==> src/rtl/ascii_int32_converter.sv <==
// Converts a stream of ASCII decimal tokens into signed 32-bit integers and
// writes each result into the downstream number buffer at consecutive addresses.
module ascii_int32_converter #(
    parameter int unsigned MAX_NUMS = 2048,
    parameter int unsigned ADDR_W   = 11
) (
    input  logic              clk,
    input  logic              rst_n,
    input  logic              clear,
    input  logic              num_start,
    input  logic [7:0]        num_char,
    input  logic              num_valid,
    input  logic              num_end,
    output logic              result_valid,
    output logic [31:0]       result,
    output logic              result_error,
    output logic              wr_en,
    output logic [ADDR_W-1:0] wr_addr,
    output logic [31:0]       wr_data,
    output logic [ADDR_W:0]   num_stored,
    output logic              buf_full,
    output logic              any_error
);

    localparam int unsigned   CNT_W   = ADDR_W + 1;
    localparam logic [35:0]   LIM_POS = 36'h0_7FFF_FFFF;
    localparam logic [35:0]   LIM_NEG = 36'h0_8000_0000;
    localparam logic [CNT_W-1:0] MAX_CNT = CNT_W'(MAX_NUMS);

    typedef enum logic [1:0] {IDLE, ACCUM, EMIT} state_t;

    state_t              r_state;
    logic [31:0]         r_mag;
    logic                r_neg, r_err, r_ovf, r_dig;
    logic                r_result_valid, r_result_error, r_wr_en, r_buf_full, r_any_error;
    logic [31:0]         r_result, r_wr_data;
    logic [ADDR_W-1:0]   r_wr_addr;
    logic [CNT_W-1:0]    r_num_stored;

    logic                w_fresh, w_is_digit;
    logic [3:0]          w_digit;
    logic [31:0]         w_base_mag, w_mag, w_final;
    logic                w_base_neg, w_base_err, w_base_ovf, w_base_dig;
    logic                w_neg, w_err, w_ovf, w_dig, w_final_err;
    logic [35:0]         w_sum, w_limit;
    logic [CNT_W-1:0]    w_stored_nxt;

    // A start strobe opens a fresh token, discarding any open one.
    assign w_fresh    = num_start & num_valid & (r_state != EMIT);
    assign w_base_mag = w_fresh ? 32'd0 : r_mag;
    assign w_base_neg = w_fresh ? 1'b0  : r_neg;
    assign w_base_err = w_fresh ? 1'b0  : r_err;
    assign w_base_ovf = w_fresh ? 1'b0  : r_ovf;
    assign w_base_dig = w_fresh ? 1'b0  : r_dig;

    assign w_is_digit = (num_char >= 8'h30) && (num_char <= 8'h39);
    assign w_digit    = 4'(num_char - 8'h30);
    assign w_sum      = ({4'd0, w_base_mag} << 3) + ({4'd0, w_base_mag} << 1) + 36'(w_digit);
    assign w_limit    = w_base_neg ? LIM_NEG : LIM_POS;

    always_comb begin
        w_mag = w_base_mag;
        w_neg = w_base_neg;
        w_err = w_base_err;
        w_ovf = w_base_ovf;
        w_dig = w_base_dig;
        if (num_valid) begin
            if (num_char == 8'h2D) begin
                if (w_fresh) w_neg = 1'b1;
                else         w_err = 1'b1;
            end else if (w_is_digit) begin
                w_dig = 1'b1;
                if (w_sum > w_limit) begin
                    w_mag = w_limit[31:0];
                    w_ovf = 1'b1;
                end else begin
                    w_mag = w_sum[31:0];
                end
            end else begin
                w_err = 1'b1;
            end
        end
    end

    // Negation of 2^31 wraps to 0x80000000, which is the correct minimum.
    assign w_final      = r_ovf ? (r_neg ? 32'h8000_0000 : 32'h7FFF_FFFF)
                                : (r_neg ? (~r_mag + 32'd1) : r_mag);
    assign w_final_err  = r_err | r_ovf | ~r_dig;
    assign w_stored_nxt = r_num_stored + CNT_W'(1);

    always_ff @(posedge clk or negedge rst_n) begin
        if (!rst_n) begin
            r_state <= IDLE;
            r_mag <= '0; r_neg <= 1'b0; r_err <= 1'b0; r_ovf <= 1'b0; r_dig <= 1'b0;
            r_result_valid <= 1'b0; r_result <= '0; r_result_error <= 1'b0;
            r_wr_en <= 1'b0; r_wr_addr <= '0; r_wr_data <= '0;
            r_num_stored <= '0; r_buf_full <= 1'b0; r_any_error <= 1'b0;
        end else if (clear) begin
            r_state <= IDLE;
            r_mag <= '0; r_neg <= 1'b0; r_err <= 1'b0; r_ovf <= 1'b0; r_dig <= 1'b0;
            r_result_valid <= 1'b0; r_result <= '0; r_result_error <= 1'b0;
            r_wr_en <= 1'b0; r_wr_addr <= '0; r_wr_data <= '0;
            r_num_stored <= '0; r_buf_full <= 1'b0; r_any_error <= 1'b0;
        end else begin
            r_result_valid <= 1'b0;
            r_wr_en        <= 1'b0;
            case (r_state)
                IDLE: begin
                    if (w_fresh) begin
                        r_mag <= w_mag; r_neg <= w_neg; r_err <= w_err;
                        r_ovf <= w_ovf; r_dig <= w_dig;
                        r_state <= num_end ? EMIT : ACCUM;
                    end else if (num_end) begin
                        // Empty token: no digits makes it an error with value 0.
                        r_mag <= '0; r_neg <= 1'b0; r_err <= 1'b0;
                        r_ovf <= 1'b0; r_dig <= 1'b0;
                        r_state <= EMIT;
                    end
                end
                ACCUM: begin
                    r_mag <= w_mag; r_neg <= w_neg; r_err <= w_err;
                    r_ovf <= w_ovf; r_dig <= w_dig;
                    if (num_end) r_state <= EMIT;
                end
                EMIT: begin
                    r_result_valid <= 1'b1;
                    r_result       <= w_final;
                    r_result_error <= w_final_err;
                    r_any_error    <= r_any_error | w_final_err | r_buf_full;
                    if (!r_buf_full) begin
                        r_wr_en      <= 1'b1;
                        r_wr_addr    <= r_num_stored[ADDR_W-1:0];
                        r_wr_data    <= w_final;
                        r_num_stored <= w_stored_nxt;
                        r_buf_full   <= (w_stored_nxt == MAX_CNT);
                    end
                    r_state <= IDLE;
                end
                default: r_state <= IDLE;
            endcase
        end
    end

    assign result_valid = r_result_valid;
    assign result       = r_result;
    assign result_error = r_result_error;
    assign wr_en        = r_wr_en;
    assign wr_addr      = r_wr_addr;
    assign wr_data      = r_wr_data;
    assign num_stored   = r_num_stored;
    assign buf_full     = r_buf_full;
    assign any_error    = r_any_error;

endmodule

==> config.mk <==
export PLATFORM = sky130hd
export DESIGN_NAME = ascii_int32_converter
export DESIGN_NICKNAME = d
export VERILOG_FILES = /design/src/rtl/ascii_int32_converter.sv
export SDC_FILE = /design/constraint.sdc
export NUM_CORES = 1
export LEC_CHECK = 0
export ABC_AREA = 1
export ABC_CLOCK_PERIOD_IN_PS = 5320
export BUFFER_PORTS_ARGS = -buffer_cell sky130_fd_sc_hd__buf_2
export CAP_MARGIN = 0
export CORE_UTILIZATION = 55
export CTS_CLUSTER_DIAMETER = 120
export DETAILED_ROUTE_END_ITERATION = 8
export PLACE_DENSITY = 0.75
export SLEW_MARGIN = 25
export SYNTH_ARGS = -nofsm -noshare
export SYNTH_HDL_FRONTEND = slang
export SYNTH_SLANG_ARGS = --single-unit
export TNS_END_PERCENT = 10
==> constraint.sdc <==
create_clock -name clk -period 5.32 [get_ports clk]
set_input_delay 0.266 -clock clk [delete_from_list [all_inputs] [get_ports clk]]
set_output_delay 0.266 -clock clk [all_outputs]
set_load 0.01 [all_outputs]
* Word level (Yosys, flattened, before mapping)
Cells that the tools add are included.
** Word-level totals
- Flip-flop bits (word level) :: 130
- Output and inout bits :: 92
** Cells by class
- Add/sub/neg operators :: 5
- $lt $le $gt $ge :: 3
- Equality and inequality tests :: 7
- Muxes and demuxes :: 72
- Bitwise operators :: 8
- Reductions and logical operators :: 6
** Operators with widths (count)
- $mux W32 :: 17
- $pmux W32 S2 :: 1
- $mux W1 :: 39
- $add A35 B33 Y36 :: 1
- $add A36 B4 Y36 :: 1
- $gt A36 B32 Y1 :: 1
- $mux W12 :: 3
- $mux W11 :: 3
- $add A32 B1 Y32 const B :: 1
- $not A32 Y32 :: 1
- $add A12 B1 Y12 const B :: 1
- $eq A12 B12 Y1 const B :: 1
- $eq A8 B6 Y1 const B :: 1
- $ge A8 B6 Y1 const B :: 1
- $le A8 B6 Y1 const B :: 1
- $mux W2 :: 4
- $pmux W1 S2 :: 4
- $ne A2 B2 Y1 const B :: 2
- $ne A4 B4 Y1 const B :: 1
- $or A1 B1 Y1 :: 4
- $pmux W2 S2 :: 1
- $reduce_and A2 Y1 :: 2
- $sub A4 B1 Y4 const B :: 1
- $reduce_bool A3 Y1 :: 1
- other kinds (7) :: 8

* Depth between registers and ports, before layout
Gate-level depths: netlist of the first run.
- Depth in word-level cells :: 13
- Depth in mapped cells :: 39
- Gate-level depth less buffers :: 37

* Worst setup path before layout of the first run
No wires, ideal clock.
- Path kind :: reg-to-reg
- From :: register r_state[1]
- To :: register r_mag[3]
- Data arrival time :: 4.584 ns
- Data required time :: 5.204 ns
- Slack :: 0.619 ns
- Stages on the path, launching flop included :: 35
- Path through :: dfrtp_1 > inv_2 > nor2_4 > nor2_4 > clkbuf_1 > clkbuf_1 > nor2_1 > ha_1 > ha_1 > nand2_1 > inv_1 > a21oi_2 > and2_1 > nand2_1 > a31oi_1 > xor2_1 > inv_1 > ha_1 > nand2_1 > nor2_1 > nand3_1 > nand3b_1 > nand3_1 > nand2_1 > nand2_1 > nand2_1 > nand2_1 > nand2_1 > nand2_4 > nand2_4 > buf_6 > o21ai_1 > nand2_1 > nand2_1 > nand2_1
** Between the ends
- Longest elaborated chain between the ends :: 13
** Ends and longest elaborated chain
- from (decl) :: line 32 : state_t r_state;
- from (signal assigned) :: line 112 : r_state <= num_end ? EMIT : ACCUM;
- $ne A2 B2 Y1 :: line 49 : assign w_fresh = num_start & num_valid & (r_state != EMIT);
- $and A1 B1 Y1 :: line 49
- $mux W32 :: line 50 : assign w_base_mag = w_fresh ? 32'd0 : r_mag;
- $add A35 B33 Y36 :: line 58 : assign w_sum = ({4'd0, w_base_mag} << 3) + ({4'd0, w_base_mag} << 1) + 36'(w_digit);
- $add A36 B4 Y36 :: line 58
- $gt A36 B32 Y1 :: line 73 : if (w_sum > w_limit) begin
- $mux W32 :: line 73
- $mux W32 :: line 71 : end else if (w_is_digit) begin
- $mux W32 :: line 68 : if (num_char == 8'h2D) begin
- $mux W32 :: line 67 : if (num_valid) begin
- $mux W32 :: line 109 : if (w_fresh) begin
- $pmux W32 S2 :: line 107 : case (r_state)
- $mux W32 :: line 98 : end else if (clear) begin
- to (signal assigned) :: line 110 : r_mag <= w_mag; r_neg <= w_neg; r_err <= w_err;
- to (signal assigned) :: line 121 : r_mag <= w_mag; r_neg <= w_neg; r_err <= w_err;
- to (decl) :: line 33 : logic [31:0] r_mag;
Parallel ways exist; a longest one is shown, timed or not.
A chain may end at the register's enable or synchronous reset.

* Worst setup path in the final report of the first run
- From :: register r_state[1]
- To :: register r_mag[15]
The elaborated chain is that of the path after synthesis.

==> results.cfg, run 1 <==
[timing]
max_slew.worst_pin.slew_ns = 1.017
setup_viol = 0
final-hold-violation-count = 0
maxSlewHeadroom_pct = 32.16
slew_violations = 0
finalWorstSetupSlack_ns = 0.3443
min_period_over_period_pct = 93.53
period_needed_ns = 4.976
fin_worst_skew_ns = 0.005509
clock.fmax_mhz = 201.0

[job]
drv_cap = 0

[pwr]
power_density_nw_per_um2 = 208.3
p_leak_nw = 7.350
ir_drop_mv = 0.2098

[die]
die_y_um = 141.9
start_util_pct = 56.79
io_pins = 106
rows = 50
core_area_um2 = 18960
die-area_um2 = 20140
die_w_um = 141.9

[yosys]
synthXorXnorAreaFrac_pct = 2.685
synth-adder-area-share_pct = 11.65
synthesis.area_um2 = 10770
ys_warn_count = 0
yosys.area_share.simple_pct = 33.74
synth_top_family_by_area = simple AND/OR/NAND/NOR gates
synth.distinct_cells = 45
synthMuxAreaShare_pct = 0
synth_compound_area_share_pct = 12.09
avgSynthCellArea_um2 = 6.792
synth_cells = 1585
yosysSeqAreaShare_pct = 30.22
synth_nets = 1698
synth-seq-cells = 130

[cells_and_area]
nets = 1788
final_cell_mix = nand2_1, inv_1, dfrtp_1
fin_area_um2 = 12310
final_cells = 1947
final_common_cell = nand2_1
synthToLayoutAreaGrowth_pct = 14.37
antenna_cells = 0
drive_gt1_share_pct = 14.70

[cts]
cts_buffers = 17
cts_tree = yes
clock_path_buffers = 2
clockRootBuffer = clkbuf_16
clk_latency_ns = 0.42
cts_num_sinks = 130
htree_levels = 4
clkTransAtPathRegs_ns = 0.06

[worst_setup_path]
critPathLaunchType = flop
crit_path_frequent_cell = nand2_1
crit_type = reg -> reg
worst_ep_arrival_time_ns = 5.27
cpPeakStageDelay_ns = 0.50
path_max_fanout = 18
crit_path_top_delay_cell = fa_1
critPathRequiredTime_ns = 5.62
end_kind = flop

[detailed_routing]
routedWlPerCell_um = 15.47
routed_wl_mm = 30.11
drt_iter0_drc = 841
vias = 10610
remaining_drc_errors = 0
postRouteAntennaNets = 0
via_per_inst = 5.449
drt_pass1_iterations = 5

[status]
status = finished clean

[global_routing]
grt_use_total_pct = 30.14
grt_max_degree = 79
gr-total-overflow = 0
antenna_found_initial = 0
grt_pass1_vias = 9604
grt_pass1_wl_mm = 48.58

[placed_design]
io_buffers = 105
hpwlAfterDp_mm = 22.36
dpl_cell_area_um2 = 11440
post-place-ws_ns = 0.05298
place_inst = 1906
place_congestion = 0.9028

[min_path]
hp-class = in -> reg
==> per-layer routing <==
| metal | share of wire, % | track usage, % | routed length, um |
|---|---|---|---|
| met3 | 6.2 | 3.881 | 1877 |
| met2 | 45 | 48.25 | 13610 |
| met4 | 1.9 | 6.904 | 563 |
| met5 | 0 | 0 | 0 |
| met1 | 47 | 43.23 | 14060 |
==> synthesized netlist by cell type (all sizes together) <==
master / number / share of area [%]
and2: 1 / 0.058
or2: 1 / 0.058
fa: 2 / 0.37
o31ai: 5 / 0.35
nand3: 134 / 7.6
and3: 2 / 0.12
a31o: 2 / 0.16
o21ai: 118 / 5.5
o41ai: 1 / 0.081
o211ai: 4 / 0.28
xor2: 27 / 2.2
o21bai: 2 / 0.14
a211oi: 1 / 0.070
a21o: 5 / 0.35
buf: 15 / 1.3
dfrtp: 130 / 30
nor2: 133 / 5.1
xnor2: 6 / 0.49
clkinv: 3 / 0.10
nand3b: 2 / 0.14
nor3b: 1 / 0.12
nand2: 518 / 19
a31oi: 2 / 0.12
clkbuf: 42 / 1.5
inv: 194 / 6.8
nor4: 2 / 0.12
ha: 97 / 11
nand4: 8 / 0.46
nor3: 26 / 1.4
o22ai: 10 / 0.58
a21oi: 91 / 4.5
==> flip-flops by register name, indices dropped and copies added (netlist names), 2 cells and up <==
name,flops
wr_data,32
r_mag,32
num_stored,12
result,32
r_state,2
wr_addr,11
==> worst max-delay path, delay by kind of cell (launching register included) <==
kind            cells  cell delay, ns
compound gates      3            0.40
flops               1            0.39
xor+xnor            1            0.21
fa+ha+maj           3            1.25
simple gates       20            1.89
buf+inv             7            0.69
==> layout make-up <==
type	instances	area [um2]
tap	260	325.3
clock buffer	19	442.9
timing repair buffer	126	733.2
sequential	130	3253
fill	1784	6644
multi-input combinational	1203	6591
clock inverter	12	226.5
inverter	197	739.5
==> cell families (layout without fill, tap and decap cells) <==
logic type | count (synthesis) | count (layout)
xor+xnor | 33 | 33
buf+inv | 254 | 354
compound gates | 241 | 241
fa+ha+maj | 99 | 99
simple gates | 828 | 830
flops | 130 | 130
==> per-stage QoR <==
stage / util [%] / setup TNS [ns] / total power [mW] / hold slack (ns)
floorplan: - / 0 / 1.163 / -0.02959
global placement: 60.31 / 0 / 1.235 / 0.4577
detailed placement: 60.34 / 0 / 1.238 / 0.4540
CTS: 63.87 / 0 / 2.563 / 0.02880
global route: 64.95 / -0.5184 / 2.649 / 0.04533
finish: 64.95 / 0 / 2.565 / 0.04533
==> where the power goes <==
| part | leakage (nW) | switching, mW | total, mW | internal, mW |
|---|---|---|---|---|
| clock network | 0.320 | 0.439 | 1.33 | 0.892 |
| registers | 1.81 | 0.00951 | 1.01 | 1.00 |
| logic | 5.22 | 0.163 | 0.225 | 0.0615 |
==> timing repair <==
item | 4_1_cts | 5_1_grt
hold buffers | 0 | 1
setup buffers | 0 | 6
gates resized for setup | 0 | 18
endpoints found under the setup margin | 0 | 33
endpoints found under the hold margin | 0 | 77
==> final timing paths <==
check,start,to,slack [ns],depth (start not counted)
max,r_state[1],r_mag[15],0.34,34
min,num_end,r_state[0],0.05,2
max reg2reg,r_state[1],r_mag[15],0.34,34
min reg2reg,result_error,result_error,0.46,2
max in group asynchronous,rst_n,r_mag[28],3.76,3
min in group asynchronous,rst_n,result[11],0.43,2
No activity file was read; power rests on OpenSTA's default activity.
==> run 2, diff against run 1 <==
--- a/config.mk
+++ b/config.mk
@@ -5,10 +5,10 @@
 export SDC_FILE = /design/constraint.sdc
 export NUM_CORES = 1
 export LEC_CHECK = 0
-export ABC_AREA = 1
 export ABC_CLOCK_PERIOD_IN_PS = 5320
 export BUFFER_PORTS_ARGS = -buffer_cell sky130_fd_sc_hd__buf_2
 export CAP_MARGIN = 0
+export CORE_MARGIN = 4
 export CORE_UTILIZATION = 55
 export CTS_CLUSTER_DIAMETER = 120
 export DETAILED_ROUTE_END_ITERATION = 8
==> run 2 against run 1 <==
Compared with the run above:
- the flow now finishes with violations (setup timing)
- power decreased by 6.8%
- non-clock buffer count increased by 103
- wire length decreased by 8.5%
- maximum frequency decreased by 10%
- via count decreased by 11%
- first-iteration DRC count decreased by 12%
- worst setup slack got worse by 0.58 ns
- clock power decreased by 8%
- die area decreased by 1.5%
- worst hold slack improved by 0.037 ns
- core utilization increased by 4.9 points
- sequential power about the same
- largest cell class unchanged
- highest routed layer unchanged
==> results.cfg, run 2 <==
[status]
status = finished, violations left
failed_checks = setup timing

[detailed_routing]
routed_wl_mm = 27.56
routedWlPerCell_um = 17.68
postRouteAntennaNets = 0
remaining_drc_errors = 0
vias = 9423
drt_pass1_iterations = 5
via_per_inst = 6.044
drt_iter0_drc = 738

[cts]
cts_tree = yes
clkTransAtPathRegs_ns = 0.06
clockRootBuffer = clkbuf_16
clk_latency_ns = 0.41
cts_num_sinks = 130
htree_levels = 4
clock_path_buffers = 2
cts_buffers = 17

[pwr]
pwr-share-seq_pct = 42.4
p_int_mw = 1.845
combPwrFrac_pct = 6.2
power_density_nw_per_um2 = 197.8
p_sw_mw = 0.5462
ir_drop_mv = 0.2747
power_switching_share_pct = 22.85
clockPowerShare_pct = 51.4
p_leak_nw = 6.252

[global_routing]
busiest_layer = met2
grtUsageMet1_pct = 39.36
grt_max_degree = 78
grt_use_total_pct = 28.18
use_met3_pct = 3.664
grt_pass1_vias = 9190
gr-total-overflow = 0
antenna_found_initial = 0
grt_pass1_wl_mm = 46.19
gr-usage-met2_pct = 46.30

[yosys]
synth_area_leaders = dfrtp_1, ha_1, nor2_1
synth_cells = 1144
yosysMostFrequentCell = dfrtp_1
synth-async-reset-ratio_pct = 100.0
synth-adder-area-share_pct = 12.92
yosysSeqAreaShare_pct = 33.52
yosysTopAreaCell = dfrtp_1
synthMuxAreaShare_pct = 1.637
synth_nets = 1257
synth_top_area_share_pct = 33.52
synth_edf_count = 0
synth_common_cells = dfrtp_1, nor2_1, nand2_1
synthXorXnorAreaFrac_pct = 3.519
ys_warn_count = 0
synth_flop_cell = dfrtp_1
synth_compound_area_share_pct = 21.86
synth.distinct_cells = 68
synth_top_family_by_area = compound AO/OA/AOI/OAI gates
synthesis.area_um2 = 9706
avgSynthCellArea_um2 = 8.484
synth-seq-cells = 130
yosys.area_share.simple_pct = 21.67

[die]
rows = 48
die_y_um = 140.8
die_w_um = 140.8
io_pins = 106
core_area_um2 = 17300
die-area_um2 = 19840
start_util_pct = 56.11

[worst_setup_path]
worst_ep_arrival_time_ns = 5.85
cp.depth = 27
crit_path_top_delay_cell = fa_1
critPathLaunchType = flop
path_max_fanout = 4
reg2reg_depth = 27
crit_family = compound AO/OA/AOI/OAI gates
cpPeakStageDelay_ns = 0.49
crit_type = reg -> reg
end_kind = flop
crit_buf_inv = 4
critPathRequiredTime_ns = 5.61

[timing]
rsz0062_at_grt = true
final-hold-violation-count = 0
finalWorstSetupSlack_ns = -0.2344
clock.fmax_mhz = 180.0
maxSlewHeadroom_pct = 32.94
max_slew.worst_pin.slew_ns = 1.002
fin_worst_skew_ns = 0.007417
slew_violations = 0
holdWs_ns = 0.08246
min_period_over_period_pct = 104.4
period_needed_ns = 5.554
setup_viol = 33

[placed_design]
io_buffers = 105
place_congestion = 0.9431
hpwlAfterDp_mm = 19.88

[cells_and_area]
synthToLayoutAreaGrowth_pct = 24.53
final_common_cell = dfrtp_1
fin_util_pct = 69.88
antenna_cells = 0
num-fill-cells = 1327
multi_input_area_um2 = 6225
seq_area_um2 = 3256
final_cell_mix = dfrtp_1, buf_4, nor2_1
drive_gt1_share_pct = 24.81
nets = 1435

[job]
drv_cap = 0

[min_path]
hold_depth = 2
hp-class = in -> reg
-- run 2: cell types whose count changed after synthesis, moves of 24 or more --
cell and delta:
nand3_1 -80, nand2_1 -386, o21ai_0 -60, a211oi_1 +24, nand3_2 -30, and2_1 +30
o211ai_1 +30, inv_1 -138
-- run 2: worst register-to-register path: cells and delay by family, from the launching register on --
family | cells | cell delay [ns]
AOI/OAI and AO/OA | 9 | 1.72
xor gates and xnor gates | 1 | 0.24
adders and majority gates | 3 | 1.12
buffers and inverters | 4 | 0.37
DFF | 1 | 0.38
and+or+nand+nor | 10 | 1.62
-- run 2: kinds of logic (layout without fill, tap and decap cells) --
family | after synthesis | count (layout)
simple gates | 427 | 427
compound gates | 316 | 316
flops | 130 | 130
buf+inv | 118 | 308
fa+ha+maj | 99 | 99
xor+xnor | 39 | 39
mux | 15 | 15
-- run 2: metal layers --
metal / wire length [um] / vias up
met5: 0 / -
met4: 497 / 0
met3: 1733 / 38
met2: 13080 / 351
met1: 12240 / 4520
li1: - / 4514
-- run 2: path summary, 6_finish.rpt --
kind,from,to,slack (ns)
max,r_state[0],r_mag[31],-0.23
min,num_end,r_state[0],0.08
max reg2reg,r_state[0],r_mag[31],-0.23
min reg2reg,wr_data[5],wr_data[5],0.47
max in group asynchronous,rst_n,r_ovf,3.74
min in group asynchronous,rst_n,result[5],0.44
-- run 2: through the flow --
step	instance area (um2)	cells	total power [mW]	setup WS, ns	TNS, ns
after floorplan	9811	1144	1.109	0.005404	0
after global placement	11150	1517	1.172	-0.1738	-5.444
after detailed placement	11150	1517	1.174	-0.3366	-10.29
after CTS	11990	1557	2.399	-0.1723	-3.436
after global routing	12090	1559	2.467	-0.5023	-13.35
final	12090	1559	2.391	-0.2344	-3.262
-- run 2: repair_timing --
item,4_1_cts,5_1_grt
gates cloned,1,0
resized for setup,27,20
hold buffers,1,0
pin swaps,19,3
setup buffers,7,2
hold endpoints to repair,53,0
setup endpoints to repair,33,33
-- run 2: final cells by class --
class / count / area share (%)
Inverter: 48 / 1.491
Multi-Input combinational cell: 896 / 51.50
Tap cell: 225 / 2.329
Sequential cell: 130 / 26.94
Clock buffer: 19 / 3.665
Clock inverter: 12 / 1.522
Timing Repair Buffer: 229 / 12.56
-- run 2: power by group through the flow --
stage	logic [mW]	registers, mW	clock network [mW]
6_report	0.149	1.01	1.23
5_1_grt	0.167	1.01	1.29
4_1_cts	0.149	1.01	1.24
3_5_place_dp	0.144	1.03	0
3_3_place_gp	0.142	1.03	0
2_1_floorplan	0.0720	1.04	0
